### src/rtl/uart_sram_loader.sv
// uart_sram_loader: packs the UART byte stream into little-endian 32-bit words
// and writes them to the SRAM controller at incrementing halfword-pair addresses.
// One pending-word register covers a single word of SRAM latency; a word lost
// beyond that sets a sticky overflow flag.
module uart_sram_loader #(
   parameter int                ADDR_W     = 16,
   parameter logic [ADDR_W-1:0] BASE_ADDR  = 16'h0000,
   parameter int                WORD_LIMIT = 1024
) (
   input  logic              clk,
   input  logic              rst,
   input  logic              start,
   input  logic [7:0]        rx_data,
   input  logic              rx_valid,
   output logic              sram_en,
   output logic              sram_write,
   output logic [ADDR_W-1:0] sram_addr,
   output logic [31:0]       sram_wdata,
   input  logic              sram_write_done,
   output logic              busy,
   output logic              done,
   output logic              overflow,
   output logic [15:0]       word_count
);

   typedef enum logic [1:0] {S_IDLE = 2'd0, S_ARMED = 2'd1, S_DONE = 2'd2} fsm_t;
   typedef enum logic [1:0] {W_IDLE = 2'd0, W_BUSY = 2'd1, W_GAP = 2'd2} ch_t;

   localparam logic [31:0]       LIMIT     = 32'(WORD_LIMIT);
   localparam logic [ADDR_W-1:0] ADDR_STEP = ADDR_W'(2'd2);

   fsm_t              fsm_r, fsm_n;
   ch_t               ch_r, ch_n;
   logic [1:0]        lane_r, lane_n;
   logic [23:0]       pack_r, pack_n;
   logic              pend_valid_r, pend_valid_n;
   logic [31:0]       pend_data_r, pend_data_n;
   logic [31:0]       issued_r, issued_n;
   logic              en_r, en_n;
   logic [ADDR_W-1:0] addr_r, addr_n;
   logic [31:0]       wdata_r, wdata_n;
   logic [15:0]       count_r, count_n;
   logic              ovf_r, ovf_n;

   logic              accept_s;
   logic              word_done_s;
   logic              last_s;
   logic [31:0]       word_s;

   // Bytes are taken only while armed and before the word budget is used up;
   // last_s marks the write completion that reaches the budget.
   assign accept_s    = (fsm_r == S_ARMED) && rx_valid && (issued_r < LIMIT);
   assign word_done_s = accept_s && (lane_r == 2'd3);
   assign word_s      = {rx_data, pack_r};
   assign last_s      = (ch_r == W_BUSY) && sram_write_done &&
                        (({16'h0000, count_r} + 32'd1) == LIMIT);

   // State register: synchronous active-low reset clears everything.
   always_ff @(posedge clk) begin
      if (!rst) begin
         fsm_r        <= S_IDLE;
         ch_r         <= W_IDLE;
         lane_r       <= 2'd0;
         pack_r       <= 24'h000000;
         pend_valid_r <= 1'b0;
         pend_data_r  <= 32'h00000000;
         issued_r     <= 32'h00000000;
         en_r         <= 1'b0;
         addr_r       <= BASE_ADDR;
         wdata_r      <= 32'h00000000;
         count_r      <= 16'h0000;
         ovf_r        <= 1'b0;
      end else begin
         fsm_r        <= fsm_n;
         ch_r         <= ch_n;
         lane_r       <= lane_n;
         pack_r       <= pack_n;
         pend_valid_r <= pend_valid_n;
         pend_data_r  <= pend_data_n;
         issued_r     <= issued_n;
         en_r         <= en_n;
         addr_r       <= addr_n;
         wdata_r      <= wdata_n;
         count_r      <= count_n;
         ovf_r        <= ovf_n;
      end
   end

   // Next-state logic: byte packing, write channel, word buffering, main FSM.
   always_comb begin
      fsm_n        = fsm_r;
      ch_n         = ch_r;
      lane_n       = lane_r;
      pack_n       = pack_r;
      pend_valid_n = pend_valid_r;
      pend_data_n  = pend_data_r;
      issued_n     = issued_r;
      en_n         = en_r;
      addr_n       = addr_r;
      wdata_n      = wdata_r;
      count_n      = count_r;
      ovf_n        = ovf_r;

      // First byte lands in the least significant lane.
      if (accept_s) begin
         lane_n = lane_r + 2'd1;
         case (lane_r)
            2'd0:    pack_n[7:0]   = rx_data;
            2'd1:    pack_n[15:8]  = rx_data;
            2'd2:    pack_n[23:16] = rx_data;
            default: pack_n        = pack_r;
         endcase
      end else begin
         lane_n = lane_r;
      end

      // Write channel; the address register always holds the next address.
      case (ch_r)
         W_IDLE, W_GAP: begin
            if (pend_valid_r) begin
               en_n         = 1'b1;
               wdata_n      = pend_data_r;
               pend_valid_n = 1'b0;
               ch_n         = W_BUSY;
            end else begin
               ch_n = W_IDLE;
            end
         end
         W_BUSY: begin
            if (sram_write_done) begin
               en_n    = 1'b0;
               count_n = count_r + 16'd1;
               addr_n  = addr_r + ADDR_STEP;
               ch_n    = last_s ? W_IDLE : W_GAP;
            end else begin
               ch_n = W_BUSY;
            end
         end
         default: begin
            en_n = 1'b0;
            ch_n = W_IDLE;
         end
      endcase

      // A finished word goes straight out only to an idle channel with nothing
      // pending; otherwise it is pended, or dropped if the pend slot is full.
      if (word_done_s) begin
         if (pend_valid_r) begin
            ovf_n = 1'b1;
         end else if (ch_r == W_IDLE) begin
            en_n     = 1'b1;
            wdata_n  = word_s;
            ch_n     = W_BUSY;
            issued_n = issued_r + 32'd1;
         end else begin
            pend_data_n  = word_s;
            pend_valid_n = 1'b1;
            issued_n     = issued_r + 32'd1;
         end
      end else begin
         ovf_n = ovf_r;
      end

      // Main FSM; the channel is always idle outside ARMED, so start may
      // rewind the address safely.
      case (fsm_r)
         S_IDLE, S_DONE: begin
            if (start) begin
               fsm_n    = S_ARMED;
               lane_n   = 2'd0;
               count_n  = 16'h0000;
               ovf_n    = 1'b0;
               issued_n = 32'h00000000;
               addr_n   = BASE_ADDR;
            end else begin
               fsm_n = fsm_r;
            end
         end
         S_ARMED: begin
            if (last_s) begin
               fsm_n = S_DONE;
            end else begin
               fsm_n = S_ARMED;
            end
         end
         default: fsm_n = S_IDLE;
      endcase
   end

   // Output decode straight from state registers.
   always_comb begin
      sram_en    = en_r;
      sram_write = en_r;
      sram_addr  = addr_r;
      sram_wdata = wdata_r;
      word_count = count_r;
      overflow   = ovf_r;
      busy       = (fsm_r == S_ARMED) || (ch_r != W_IDLE) || pend_valid_r;
      done       = (fsm_r == S_DONE);
   end

endmodule
### config.mk
export PLATFORM = sky130hd
export DESIGN_NAME = uart_sram_loader
export DESIGN_NICKNAME = d
export VERILOG_FILES = /design/src/rtl/uart_sram_loader.sv
export SDC_FILE = /design/constraint.sdc
export NUM_CORES = 1
export LEC_CHECK = 0
export CORE_AREA = 2 2 108 110
export CTS_BUF_LIST = sky130_fd_sc_hd__clkbuf_8
export CTS_CLUSTER_SIZE = 30
export DETAILED_ROUTE_END_ITERATION = 12
export DIE_AREA = 0 0 110 112
export PLACE_DENSITY = 0.86
export SYNTH_ARGS = -nofsm -noshare
export SYNTH_HDL_FRONTEND = slang
export SYNTH_SLANG_ARGS = --single-unit
### constraint.sdc
create_clock -name clk -period 6.9 [get_ports clk]
set_clock_uncertainty 0.05 [all_clocks]
set_input_delay 1.035 -clock clk [delete_from_list [all_inputs] [get_ports clk]]
set_output_delay 1.035 -clock clk [all_outputs]
set_load 0.01 [all_outputs]
### Word-level counts from Yosys, hierarchy flattened

Index checks and enable logic that the tools add are counted.

* register bits after elaboration: 161
* input bits: 13

* equality and inequality tests: 9
* magnitude comparators: 1
* add/sub/neg operators: 5
* reductions and logical operators: 17
* muxes and demuxes: 44
* bitwise operators: 2

Operators with widths (count)
* $mux W32: 9
* $mux W16: 8
* $add A32 B1 Y32 const B: 1
* $lt A32 B11 Y1 const B: 1
* $mux W2: 10
* $add A16 B1 Y17 const B: 1
* $eq A17 B11 Y1 const B: 1
* $add A16 B1 Y16 const B: 1
* $add A16 B2 Y16 const B: 1
* $mux W1: 14
* $eq A2 B2 Y1 const B: 4
* $pmux W2 S2: 2
* $eq A2 B1 Y1 const B: 3
* $logic_not A2 Y1: 3
* $reduce_and A2 Y1: 3
* $logic_and A1 B1 Y1: 5
* $reduce_or A2 Y1: 2
* $reduce_and A3 Y1: 1
* $add A2 B1 Y2 const B: 1
* $logic_or A1 B1 Y1: 2
* $ne A2 B2 Y1 const B: 1
* $not A1 Y1: 2
* $pmux W1 S2: 1
* $reduce_bool A2 Y1: 1

### Logic depth before layout (Yosys ltp)

Gate-level depths: netlist of the first run.

* depth in word-level cells: 9
* mapped depth: 8
* mapped depth without buffers: 6

### Worst setup path before layout of the first run

No wires, ideal clock.

* path kind: input to register
* from: in rx_valid
* to: reg issued_r[7]
* path buffers: 1
* path slack: 4083 ps
* arrival: 2697 ps
* setup time: 70 ps
* required time: 6780 ps
* cell stages on the path: 6
* path through: nor4b_4 -> nand4_4 -> or4_1 -> buf_2 -> or4_1 -> a21oi_1

* word-level cells in the longest chain between the ends: 6

Ends and longest elaborated chain
* start: declaration: RTL line 14 `input logic rx_valid,`
* $logic_and A1 B1 Y1 * (2 in series): RTL line 52 `assign accept_s = (fsm_r == S_ARMED) && rx_valid && (issued_r < LIMIT);`
* $logic_and A1 B1 Y1 *: RTL line 53 `assign word_done_s = accept_s && (lane_r == 2'd3);`
* $mux W32 *: RTL line 147 `if (word_done_s) begin`
* $mux W32: RTL line 168 `if (start) begin`
* $mux W32 *: RTL line 166 `case (fsm_r)`
* end signal: assignment: RTL line 80 `issued_r <= issued_n;`
* end: declaration: RTL line 38 `logic [31:0] issued_r, issued_n;`

Mark *: on every way between the ends. The rest lies on a longest branch, timed or not.
A chain may end at the register's enable or synchronous reset.

### Worst setup path after layout of the first run

* from: in rx_valid
* to: reg pend_data_r[25]

* word-level cells in the longest chain between the ends: 4

Ends and longest elaborated chain
* $logic_and A1 B1 Y1 (2 in series): RTL line 52
* $logic_and A1 B1 Y1: RTL line 53
* $reduce_and A3 Y1 (no source line)
* end signal: assignment: RTL line 79 `pend_data_r <= pend_data_n;`
* end: declaration: RTL line 37 `logic [31:0] pend_data_r, pend_data_n;`

Every way passes these cells.

==> results.sh, run 1 <==
export IMPL_outcome="finished, final reports clean"
export IMPL_hold_viol=0
export IMPL_antenna_found_initial=0
export IMPL_critical_path_top_delay_family="simple AND/OR/NAND/NOR gates"
export IMPL_syn_nets=753
export IMPL_pin_count=82
export IMPL_vias_per_cell=5.77
export IMPL_cts_resized=0
export IMPL_synth_top_cell_area_share=0.471
export IMPL_antenna_left=0
export IMPL_start_util=0.609
export IMPL_cts_tree="built"
export IMPL_synth_fa_ha_area_frac=0.0147
export IMPL_setup_violations=0
export IMPL_grt_pass1_wl_mm=24.3
export IMPL_core_um2=11200
export IMPL_yosysTopAreaCell="dfxtp_1"
export IMPL_cts_buffers=17
export IMPL_whs_ps=415
export IMPL_synth_compound_area_share=0.125
export IMPL_postCtsSetupBuffers=0
export IMPL_critPathSlowestCell="or4_2"
export IMPL_critPathLaunchType="input port"
export IMPL_maxSlewViolCount=0
export IMPL_first_pass_iters=6
export IMPL_grt_remaining_overflow=0
export IMPL_setup_tns_ps=0
export IMPL_synth_edf_count=0
export IMPL_die_w_um=110
export IMPL_synthMuxAreaShare=0.0855
export IMPL_arrival_ps=3390
export IMPL_chipHeight_um=112
export IMPL_wl_per_cell_um=15.8
export IMPL_cts_hold_buf=0
export IMPL_tightest_slew_ps=1160
export IMPL_drcViolationCount=0
export IMPL_yosysSeqAreaShare=0.471
export IMPL_gp_congestion=0.807
export IMPL_grt_max_degree=118
export IMPL_ys_flop_type="dfxtp_1"
export IMPL_synth_xor_area_frac=0.0360
export IMPL_worstPathRequired_ps=7170
export IMPL_fin_crit_sh=0.453
export IMPL_drive_gt1_frac=0.0642
export IMPL_synth_simple_gate_area_frac=0.230
export IMPL_rsz0062_at_grt="no"
export IMPL_hold_path_class="flop to flop"
export IMPL_numPortBuffers=80
export IMPL_htree_levels=4
export IMPL_cpPeakStageDelay_ps=1090
export IMPL_irDropWorstVdd_mv=0.134
export IMPL_crit_path_end_kind="flop"
export IMPL_grt_pass1_vias=5152
export IMPL_num_vias=5407
export IMPL_synth_area_um2=6810
export IMPL_synth_cells=732
export IMPL_fmax_ghz=0.320
export IMPL_maxCapViolCount=0
export IMPL_crit_buf_inv=1
export IMPL_utilization=0.714
export IMPL_clock_sinks=160
export IMPL_nets=802
export IMPL_fillers=813
export IMPL_maxSlewHeadroom=0.227
export IMPL_routed_wl_mm=14.8
export IMPL_yosysMostFrequentCell="dfxtp_1"
export IMPL_drt_iter0_markers=439
export IMPL_dpl_hpwl_mm=9.65
export IMPL_clk_pin_slew_worst_paths_ps=80
export IMPL_diodes=0
export IMPL_crit_fanout=33
export IMPL_crit_chain="clkdlybuf4s50_1 > nor4b_4 > nand4_4 > or4_2 > nand2_1 > a21boi_0"
export IMPL_clk_latency_ps=440
export IMPL_yosysWarningCount=0
export IMPL_placementRows=39
export IMPL_synth_seq_cells=160
export IMPL_period_needed_ps=3120
export IMPL_dieArea_um2=12300
export IMPL_synth_top_family_by_area="simple AND/OR/NAND/NOR gates"
export IMPL_syn2layout_area_growth_pct=17.3
export IMPL_power_density_nw_per_um2=207
export IMPL_synth_cell_types=55
export IMPL_grt_usage=0.249
export IMPL_avgSynthCellArea_um2=9.30
export IMPL_p_leak_nw=3.43
export IMPL_clockBufferDepth=2
export IMPL_async_flop_share=0
export IMPL_criticalPathCategory="input port to flop"
export IMPL_cts_root_buf="clkbuf_8"
export IMPL_synth_area_leaders="dfxtp_1 (47%), mux2i_1 (8.4%), nand2_1 (6.7%)"
export IMPL_yosys_top_cells_count="dfxtp_1 (160), nand2_1 (122), mux2i_1 (57)"
[path summary, 6_finish.rpt]
kind                       start              end  slack (ps)  cells past startpoint
hold / removal    pend_data_r[8]   pend_data_r[8]         420                      2
setup / recovery        rx_valid  pend_data_r[25]        3780                      6
hold reg to reg   pend_data_r[8]   pend_data_r[8]         420                      2
setup reg to reg    issued_r[15]  pend_data_r[25]        4370                      5
[worst reg2reg max path, stage by stage (launching register included)]
cell	delay [ps]
dfxtp_1	310
nor4_1	390
nand3_2	240
or4_2	1070
nand2_1	230
a21boi_0	110
[where the power goes]
group          internal [mW]  switching (mW)
logic                 0.0184          0.0307
registers              0.925         0.00250
clock network          0.330           0.341
[state kept, by name, summed over array words and instances, names as in the netlist, 15 cells and up]
register	cells
issued_r	32
pack_r	24
pend_data_r	32
sram_addr	15
sram_wdata	32
word_count	16
[metal layers]
metal / up-vias / GRT usage / share of wire
met5: - / 0 / 0
met2: 126 / 0.411 / 0.50
met3: 23 / 0.0445 / 0.035
li1: 2637 / - / -
met1: 2621 / 0.317 / 0.44
met4: 0 / 0.105 / 0.022
[area by class of cell]
| class | instances | area, um^2 | area share |
|---|---|---|---|
| clock buffer | 18 | 248 | 0.0310 |
| tap | 143 | 179 | 0.0224 |
| clock inverter | 14 | 143 | 0.0179 |
| inverter | 10 | 37.5 | 0.00470 |
| sequential | 160 | 3200 | 0.401 |
| multi-input combinational | 509 | 3350 | 0.420 |
| timing repair buffer | 83 | 818 | 0.103 |
[cells by family after synthesis]
| kind of cell | count (synthesis) |
|---|---|
| DFF | 160 |
| other | 1 |
| buffers and inverters | 63 |
| muxes | 58 |
| adders and majority gates | 8 |
| xor gates and xnor gates | 28 |
| AOI/OAI and AO/OA | 113 |
| and+or+nand+nor | 301 |
[through the flow]
stage	area, um^2	power (mW)	worst slack [ps]	cells
detailed placement	7590	0.998	3350	905
CTS	7980	1.66	3830	937
global route	7980	1.71	3710	937
floorplan	6810	0.981	4080	732
finish	7980	1.65	3780	937
global placement	7590	0.997	3450	905
[cells in the final DEF, fill, tap and decap left out, types with 5 or more instances in the layout]
cell type	instances
a21boi_0	34
a21oi_1	19
and3_1	31
clkbuf_8	18
clkdlybuf4s50_1	79
dfxtp_1	160
ha_1	8
inv_1	11
mux2i_1	57
nand2_1	122
nand3_1	13
nand4_1	12
nor2_1	39
nor2b_1	25
nor3_1	11
nor4_1	8
o211a_1	32
o21ai_0	14
or3_1	6
or4_1	5
xnor2_1	17
xor2_1	11
Power figures use the tool's default switching activity.
==> run 2, diff against run 1 <==
- CORE_AREA: 2 2 108 110 -> 2 2 118 120
- DIE_AREA: 0 0 110 112 -> 0 0 120 122
- PLACE_DENSITY: 0.86 -> 0.77
- clock period: 6.9 -> 2.55 ns (I/O delays scaled with it)
==> run 2 against run 1 <==
Global-route usage decreased by 4.7 points. Die area increased by 19%. Setup slack got worse by 3600 ps. Cell count increased by 5.3%. Hold slack got worse by 87 ps. First-iteration DRC count decreased by 24%. Core utilization decreased by 11 points. Combinational power increased to 3.0 times the previous value. Critical endpoint is now busy. Largest cell class unchanged. Largest power group unchanged.
==> results.sh, run 2 (synthesis gave the netlist of run 1 again) <==
export IMPL_grt_max_degree=91
export IMPL_total_power_mw=4.28
export IMPL_pin_count=82
export IMPL_crit_fanout=5
export IMPL_clk_latency_ps=450
export IMPL_drive_gt1_frac=0.0768
export IMPL_criticalPathCategory="flop to output port"
export IMPL_p_switching_mw=0.974
export IMPL_grt_pass1_vias=5128
export IMPL_setup_violations=0
export IMPL_maxSlewViolCount=0
export IMPL_diodes=0
export IMPL_antenna_found_initial=0
export IMPL_first_pass_iters=5
export IMPL_fin_crit_sh=0.949
export IMPL_clockPowerShare=0.379
export IMPL_dpl_cell_area_um2=7830
export IMPL_fmax_ghz=0.413
export IMPL_hold_path_class="input port to flop"
export IMPL_clock_sinks=160
export IMPL_cp_endpoint="busy"
export IMPL_outcome="finished, final reports clean"
export IMPL_maxCapViolCount=0
export IMPL_whs_path_depth=3
export IMPL_htree_levels=4
export IMPL_postCtsSetupBuffers=0
export IMPL_fin_area_um2=8170
export IMPL_clk_pin_slew_worst_paths_ps=80
export IMPL_clockBufferDepth=2
export IMPL_period_needed_ps=2420
export IMPL_gp_congestion=0.933
export IMPL_irDropWorstVdd_mv=0.379
export IMPL_regArea_um2=3200
export IMPL_num_vias=5375
export IMPL_power_density_nw_per_um2=524
export IMPL_antenna_left=0
export IMPL_dieArea_um2=14600
export IMPL_seqPwrFrac=0.586
export IMPL_p_sw_frac=0.227
export IMPL_layout_setup_ws_ps=129
export IMPL_mostFrequentLayoutCells="dfxtp_1 (160), nand2_1 (122), clkdlybuf4s50_1 (79), mux2i_1 (57), nor2_1 (39)"
export IMPL_dp_cells=956
export IMPL_drt_iter0_markers=334
export IMPL_cts_hold_buf=0
export IMPL_worstPathRequired_ps=2120
export IMPL_cts_tree="built"
export IMPL_routed_wl_mm=14.8
export IMPL_fillers=1127
export IMPL_multi_input_area_um2=3350
export IMPL_chipHeight_um=122
export IMPL_vias_per_cell=5.45
export IMPL_die_w_um=120
export IMPL_start_util=0.504
export IMPL_dpl_worst_slack_ps=-145
export IMPL_wl_per_cell_um=15.0
export IMPL_cts_root_buf="clkbuf_8"
export IMPL_grt_pass1_wl_mm=23.9
export IMPL_grt_remaining_overflow=0
export IMPL_hold_viol=0
export IMPL_rr_worst_depth=5
export IMPL_cts_buffers=17
export IMPL_final_cell_count_no_fill=987
export IMPL_p_leak_nw=3.51
export IMPL_syn2layout_area_growth_pct=20.0
export IMPL_nets=816
export IMPL_dpl_hpwl_mm=9.74
export IMPL_core_um2=13500
export IMPL_crit_path_end_kind="output port"
export IMPL_grt_usage=0.203
export IMPL_placementRows=43
export IMPL_drcViolationCount=0
export IMPL_intPower_mw=3.31
export IMPL_r2r_setup_slack_ps=230
export IMPL_final_common_cell="dfxtp_1"
export IMPL_rsz0062_at_grt="no"
export IMPL_timing_rr_start="issued_r[15]"
export IMPL_setup_worst_path_start="fsm_r[1]"
export IMPL_critPathLaunchType="flop"
export IMPL_combPwrFrac=0.034
export IMPL_worstReg2RegEnd="issued_r[7]"
export IMPL_cts_resized=0
export IMPL_arrival_ps=1990
export IMPL_numPortBuffers=80
[run 2: worst max-delay path, stage by stage, from the launching register on]
cell             delay, ps
dfxtp_1                340
and2b_2                270
or4_1                  410
clkdlybuf4s50_1        520
[run 2: worst min path at each step]
stage / startpoint / slack (ps) / endpoint
finish: rst / 330 / ch_r[1]
global route: rst / 320 / ch_r[1]
CTS: rst / 290 / ch_r[1]
detailed placement: pend_data_r[5] / 400 / pend_data_r[5]
global placement: pend_data_r[14] / 400 / pend_data_r[14]
floorplan: issued_r[10] / 390 / issued_r[10]
[run 2: area by class of cell]
type | instances | share of cell area
Multi-Input combinational cell | 509 | 0.411
Sequential cell | 160 | 0.392
Timing Repair Buffer | 97 | 0.124
Clock buffer | 17 | 0.0286
Tap cell | 180 | 0.0276
Clock inverter | 14 | 0.0127
Inverter | 10 | 0.00460
[run 2: through the flow]
stage	TNS, ps	hold slack (ps)	utilization
after detailed placement	-376	403	0.580
after global routing	0	322	0.605
after floorplan	0	389	-
after global placement	-226	396	0.580
final	0	328	0.605
after CTS	0	285	0.605
[run 2: metal layers]
| layer | global-route usage | vias up | share of wire |
|---|---|---|---|
| met5 | 0 | - | 0 |
| met4 | 0.0824 | 0 | 0.017 |
| met3 | 0.0440 | 27 | 0.030 |
| met2 | 0.340 | 84 | 0.49 |
| met1 | 0.254 | 2600 | 0.46 |
| li1 | - | 2664 | - |
[run 2: power by group through the flow]
stage                     Clock [mW]  Sequential (mW)  Combinational (mW)
after floorplan                    0             2.57              0.0863
after global placement             0             2.57               0.142
after detailed placement           0             2.57               0.147
after CTS                       1.68             2.51               0.148
after global routing            1.77             2.51               0.160
final                           1.63             2.51               0.147
